$ cat src/rtl/codec_pkg.sv
// rtl/codec_pkg.sv - shared frame timing constants and FSM state type for the codec transmitter
package codec_pkg;

    localparam int FRAME_CLKS = 1024;
    localparam int SCLK_DIV   = 32;
    localparam int MCLK_DIV   = 4;

    localparam int CNT_W      = $clog2(FRAME_CLKS);
    localparam int SCLK_BITS  = $clog2(SCLK_DIV);
    localparam int MCLK_BITS  = $clog2(MCLK_DIV);

    localparam logic [CNT_W-1:0] LOAD_POS  = CNT_W'(31);
    localparam logic [CNT_W-1:0] VALID_POS = CNT_W'(FRAME_CLKS - 1);

    typedef enum logic [1:0] {
        ST_RST,
        ST_SYNC,
        ST_RUN
    } state_t;

endpackage

$ cat src/rtl/codec_xmtr_if.sv
// rtl/codec_xmtr_if.sv - sample handshake between effect core and codec transmitter
interface codec_xmtr_if;

    logic [15:0] lft_in;
    logic [15:0] rht_in;
    logic        VALID;

    // Effect core drives samples and advances on the frame strobe
    modport master (output lft_in, output rht_in, input VALID);
    // Transmitter consumes samples and issues the frame strobe
    modport slave  (input lft_in, input rht_in, output VALID);

endinterface

$ cat src/rtl/codec_clk_gen.sv
// rtl/codec_clk_gen.sv - frame counter and glitch-free codec clock derivation
module codec_clk_gen
    import codec_pkg::*;
(
    input  logic             clk,
    input  logic             rst_n,
    input  logic             en_i,
    output logic [CNT_W-1:0] cnt_o,
    output logic             MCLK,
    output logic             SCLK,
    output logic             LRCLK
);

    logic [CNT_W-1:0] cnt_q;
    logic [CNT_W-1:0] cnt_d;

    assign cnt_d = en_i ? cnt_q + 1'b1 : '0;

    // Frame counter free-runs (natural wrap) when enabled, parked at zero otherwise
    always_ff @(posedge clk) begin
        if (!rst_n) begin
            cnt_q <= '0;
        end else begin
            cnt_q <= cnt_d;
        end
    end

    // Codec clocks are plain flop bits so they never glitch
    assign MCLK  = cnt_q[MCLK_BITS-1];
    assign SCLK  = cnt_q[SCLK_BITS-1];
    assign LRCLK = cnt_q[CNT_W-1];
    assign cnt_o = cnt_q;

endmodule

$ cat src/rtl/codec_xmtr.sv
// rtl/codec_xmtr.sv - I2S transmitter: codec reset sequencing, frame strobe and serial shifter
module codec_xmtr
    import codec_pkg::*;
#(
    parameter int RST_CYCLES = 4096
) (
    input  logic         clk,
    input  logic         rst_n,
    codec_xmtr_if.slave  core,
    output logic         MCLK,
    output logic         SCLK,
    output logic         LRCLK,
    output logic         SDout,
    output logic         codec_rst_n
);

    localparam int               WAIT_W    = (RST_CYCLES > 1) ? $clog2(RST_CYCLES) : 1;
    localparam logic [WAIT_W-1:0] WAIT_LAST = WAIT_W'(RST_CYCLES - 1);
    localparam logic [CNT_W-1:0]  PRE_VALID = VALID_POS - 1'b1;

    state_t            state_q;
    logic [WAIT_W-1:0] wait_q;
    logic              valid_q;
    logic              codec_rst_n_q;
    logic [31:0]       sr_q;
    logic [CNT_W-1:0]  cnt;
    logic              cnt_en;
    logic              sclk_fall;

    // Counter only runs once the codec has been released from reset
    assign cnt_en = (state_q != ST_RST);

    codec_clk_gen u_clk_gen (
        .clk   (clk),
        .rst_n (rst_n),
        .en_i  (cnt_en),
        .cnt_o (cnt),
        .MCLK  (MCLK),
        .SCLK  (SCLK),
        .LRCLK (LRCLK)
    );

    // Hold codec in reset, wait one silent frame to align, then stream forever
    always_ff @(posedge clk) begin
        if (!rst_n) begin
            state_q       <= ST_RST;
            wait_q        <= '0;
            codec_rst_n_q <= 1'b0;
            valid_q       <= 1'b0;
        end else begin
            case (state_q)
                ST_RST: begin
                    if (wait_q == WAIT_LAST) begin
                        state_q       <= ST_SYNC;
                        codec_rst_n_q <= 1'b1;
                    end else begin
                        wait_q <= wait_q + 1'b1;
                    end
                end
                ST_SYNC: begin
                    if (cnt == VALID_POS) begin
                        state_q <= ST_RUN;
                    end
                end
                ST_RUN: begin
                    state_q <= ST_RUN;
                end
                default: begin
                    state_q <= ST_RST;
                end
            endcase
            // Registered one cycle early so the strobe lands on the last count of the frame
            valid_q <= (state_q == ST_RUN) && (cnt == PRE_VALID);
        end
    end

    // SCLK falls on the edge leaving the last count of each bit period
    assign sclk_fall = (cnt[SCLK_BITS-1:0] == '1);

    // Load the sample pair once per frame, otherwise shift MSB-first on SCLK falling
    always_ff @(posedge clk) begin
        if (!rst_n) begin
            sr_q <= '0;
        end else if (state_q == ST_RUN && sclk_fall) begin
            if (cnt == LOAD_POS) begin
                sr_q <= {core.lft_in, core.rht_in};
            end else begin
                sr_q <= {sr_q[30:0], 1'b0};
            end
        end
    end

    assign SDout       = sr_q[31];
    assign codec_rst_n = codec_rst_n_q;
    assign core.VALID  = valid_q;

endmodule

$ cat src/flat_wrapper.sv
// flat-port wrapper written by rule: the top's interface ports become plain ports
module codec_xmtr_flat import codec_pkg::*;
#(
    parameter int RST_CYCLES = 4096
)
  (clk, rst_n, MCLK, SCLK, LRCLK, SDout, codec_rst_n, core_lft_in, core_rht_in, core_VALID);
  codec_xmtr_if core_i ();
  input  logic clk;
  input  logic rst_n;
  output logic MCLK;
  output logic SCLK;
  output logic LRCLK;
  output logic SDout;
  output logic codec_rst_n;
  input wire logic [$bits(core_i.lft_in)-1:0] core_lft_in;
  input wire logic [$bits(core_i.rht_in)-1:0] core_rht_in;
  output wire logic [$bits(core_i.VALID)-1:0] core_VALID;
  assign core_i.lft_in = core_lft_in;
  assign core_i.rht_in = core_rht_in;
  assign core_VALID = core_i.VALID;
  codec_xmtr #(.RST_CYCLES(RST_CYCLES)) u_core (.clk(clk), .rst_n(rst_n), .core(core_i), .MCLK(MCLK), .SCLK(SCLK), .LRCLK(LRCLK), .SDout(SDout), .codec_rst_n(codec_rst_n));
endmodule
$ cat config.mk
export PLATFORM = sky130hd
export DESIGN_NAME = codec_xmtr_flat
export DESIGN_NICKNAME = d
export VERILOG_FILES = /design/src/rtl/codec_pkg.sv /design/src/rtl/codec_xmtr_if.sv /design/src/rtl/codec_clk_gen.sv /design/src/rtl/codec_xmtr.sv /design/src/flat_wrapper.sv
export SDC_FILE = /design/constraint.sdc
export NUM_CORES = 1
export LEC_CHECK = 0
export CAP_MARGIN = 20
export CORE_MARGIN = 2
export CORE_UTILIZATION = 50
export CTS_BUF_LIST = sky130_fd_sc_hd__clkbuf_2 sky130_fd_sc_hd__clkbuf_4 sky130_fd_sc_hd__clkbuf_8
export CTS_CLUSTER_SIZE = 8
export DETAILED_ROUTE_END_ITERATION = 8
export PLACE_DENSITY = 0.75
export RECOVER_POWER = 100
export SLEW_MARGIN = 0
export SYNTH_ARGS = -nofsm -noshare
export SYNTH_HDL_FRONTEND = slang
export SYNTH_SLANG_ARGS = --single-unit
$ cat constraint.sdc
create_clock -name clk -period 2.3 [get_ports clk]
set_input_delay 0.69 -clock clk [delete_from_list [all_inputs] [get_ports clk]]
set_output_delay 0.69 -clock clk [all_outputs]
set_load 0.05 [all_outputs]
==> out/results.ini <==
[status]
status=completed

[cts]
clk_pin_slew_ns=0.06
insertion_delay_ns=0.32
cts_tree=built
cts_buffer_depth=2
clockRootBuffer=clkbuf_8
htree_num_levels=3
cts_hold_buffers=0
clock-sinks=58
numCtsBuffers=9

[critical_path]
cp_max_fo=5
worstSetupEndpointType=output pin
reg2regPathDepth=7
ff2ff_setup_slack_ns=0.20
path_buf_inv=1
crit_family=buffers and inverters
timing.rr.end=u_core.sr_q[1]$_SDFFE_PN0P_
reg2reg_from=u_core.u_clk_gen.cnt_o[1]$_SDFF_PN0_
path_class=reg -> out
slowest_stage=clkdlybuf4s50_1
crit_arrival_ns=1.55
crit_required_ns=1.61
path_cells=clkdlybuf4s50_1
slowest_delay_ns=0.84
cp-start-kind=flip-flop

[layout]
seqCellArea_sq_um=1161
multi_input_area_sq_um=1314
final_nets=362
diodes=0
drive_gt1_share_pct=7.362
fillers=455
area_growth_pct=24.95
final_util_pct=64.12

[floorplanning]
core_sq_um=5042
die_w_um=75.94
ios=40
start_util_pct=51.32
die_y_um=75.94
dieArea_sq_um=5766
std_cell_rows=26

[timing]
hold_ws_ns=0.4797
fin_crit_ns=2.243
period_share_pct=97.50
slew_headroom_pct=39.04
worst_pin_slew_ns=0.9144
fin_setup_tns_ns=0
max_clock_freq_mhz=445.9
rsz0062_at_grt=false
fin_skew_ns=0.005595
slew_violations=0
setup_viol_count_final=0
hold_viol_final=0

[drt]
drt-total-wl_mm=4.923
drt_iter0_markers=105
firstDrtPassIters=4
antenna_left=0
vias=2096
avgViaCountPerCell=5.293
avgRoutedWirePerCell_um=12.43
drc=0

[power_and_ir_drop]
leakagePower_nw=1.382
p_per_area_nw_per_um2=636.8
ir_drop_v=0.0004340

[min_path]
hold-path-cell-count=2
hold_class=reg -> reg
min_to=u_core.codec_rst_n$_SDFFE_PN0P_
hold_path.startpoint=u_core.codec_rst_n$_SDFFE_PN0P_

[placed_design]
dp_hpwl_mm=3.271
place_congestion=0.7696
port_buffers=39

[logic_synthesis]
synth-main-ff-cell=dfxtp_1
synthArstFlopShare_pct=0
ys_warn_count=0
netlist.area_leader.share_pct=44.87
postSynthCellCount=284
synth_edf_count=0
synth_common_cells=58 x dfxtp_1, 41 x a21oi_1, 34 x mux2i_1, 32 x o21ai_0, 17 x nor2_1
syn-cell-area_sq_um=2587
ys_seq_area_share_pct=44.87
synth.most_common_cell=dfxtp_1
synth_area_leaders=dfxtp_1 45%, mux2i_1 13%, a21oi_1 7.9%
syn_avg_cell_area_sq_um=9.111
ys_ff_latch=58
synth_top_area_cell=dfxtp_1
synth_nets=325
ys_types=41

[grt]
grt_usage_pct=18.75
antenna_found_initial=0
grt_pass1_vias=2075
grt_max_degree=52
grt-ovfl-total=0
grt_pass1_wl_mm=8.845

[flow_run]
max_cap_violations=0

[through the flow]
| stage | total power [mW] | worst slack, ns | cells | instance area [sq um] |
|---|---|---|---|---|
| after floorplan | 1.056 | 0.1613 | 284 | 2587 |
| after global routing | 2.135 | 0.005707 | 396 | 3233 |
| after global placement | 1.119 | 0.3891 | 380 | 3043 |
| after detailed placement | 1.120 | 0.3607 | 380 | 3043 |
| final | 2.059 | 0.05747 | 396 | 3233 |
| after CTS | 2.077 | 0.01580 | 396 | 3252 |
[report_power, final]
part	switching [mW]	leakage (nW)	total, mW	internal (mW)
logic	0.0260	0.804	0.0835	0.0574
registers	0.00436	0.468	1.01	1.01
clock network	0.367	0.111	0.962	0.595
[registers in the layout, summed over array words and instances, names as in the netlist]
signal	cells
u_core.u_clk_gen.cnt_o	10
u_core.state_q	2
u_core.sr_q	32
u_core.codec_rst_n	1
u_core.core.VALID	1
u_core.wait_q	12
[cell type report]
| cell class | instances | share of cell area (%) |
|---|---|---|
| repair buffers | 42 | 12.89 |
| inverters | 12 | 1.393 |
| well taps | 70 | 2.709 |
| clock buffers | 14 | 5.379 |
| clock inverters | 2 | 1.084 |
| flip-flops and latches | 58 | 35.91 |
| multi-input cells | 198 | 40.63 |
[worst max path at each step]
stage                                         startpoint                           end  slack [ns]  cells after the start
floorplan           u_core.u_clk_gen.cnt_o[1]$_SDFF_PN0_  u_core.sr_q[31]$_SDFFE_PN0P_        0.16                      9
global placement    u_core.u_clk_gen.cnt_o[1]$_SDFF_PN0_                          MCLK        0.39                      1
detailed placement                                 rst_n  u_core.sr_q[17]$_SDFFE_PN0P_        0.36                      4
CTS                 u_core.u_clk_gen.cnt_o[4]$_SDFF_PN0_                          SCLK        0.02                      1
global route        u_core.u_clk_gen.cnt_o[1]$_SDFF_PN0_                          MCLK       0.006                      1
finish              u_core.u_clk_gen.cnt_o[1]$_SDFF_PN0_                          MCLK        0.06                      1
[layer usage]
metal / vias up / track usage [%] / part of all wire, %
met1: 954 / 23.90 / 49
met3: 8 / 5.833 / 4.1
li1: 1086 / - / -
met4: 0 / 6.545 / 0.93
met5: - / 0 / 0
met2: 48 / 30.18 / 46
[placed cells by master, fill, tap and decap left out, drive strengths merged, types with 2 or more instances in the layout]
master	Yosys	layout
dfxtp	58	58
a21oi	41	41
o21ai	36	36
mux2i	34	34
clkdlybuf4s50	0	34
nor2	17	17
clkbuf	11	15
inv	12	12
nand3	11	11
nand2	10	10
ha	7	7
or3	5	5
xor2	5	5
dlygate4sd3	0	4
nand4	4	4
xnor2	3	3
nor3	3	3
buf	5	3
o31ai	2	2
and2	2	2
nor4	2	2
o41ai	2	2
[logic make-up after synthesis]
kind of cell / synth area share (%)
flops: 44.87
compound gates: 18.62
simple gates: 13.06
xor+xnor: 2.708
buf+inv: 4.207
fa+ha+maj: 3.385
mux: 13.15
[repair_timing]
action	in CTS	in global routing
buffers inserted	0	0
endpoints found under the hold margin	0	0
gates resized for setup	0	1
setup endpoints to repair	0	1
Power figures use the tool's default switching activity.
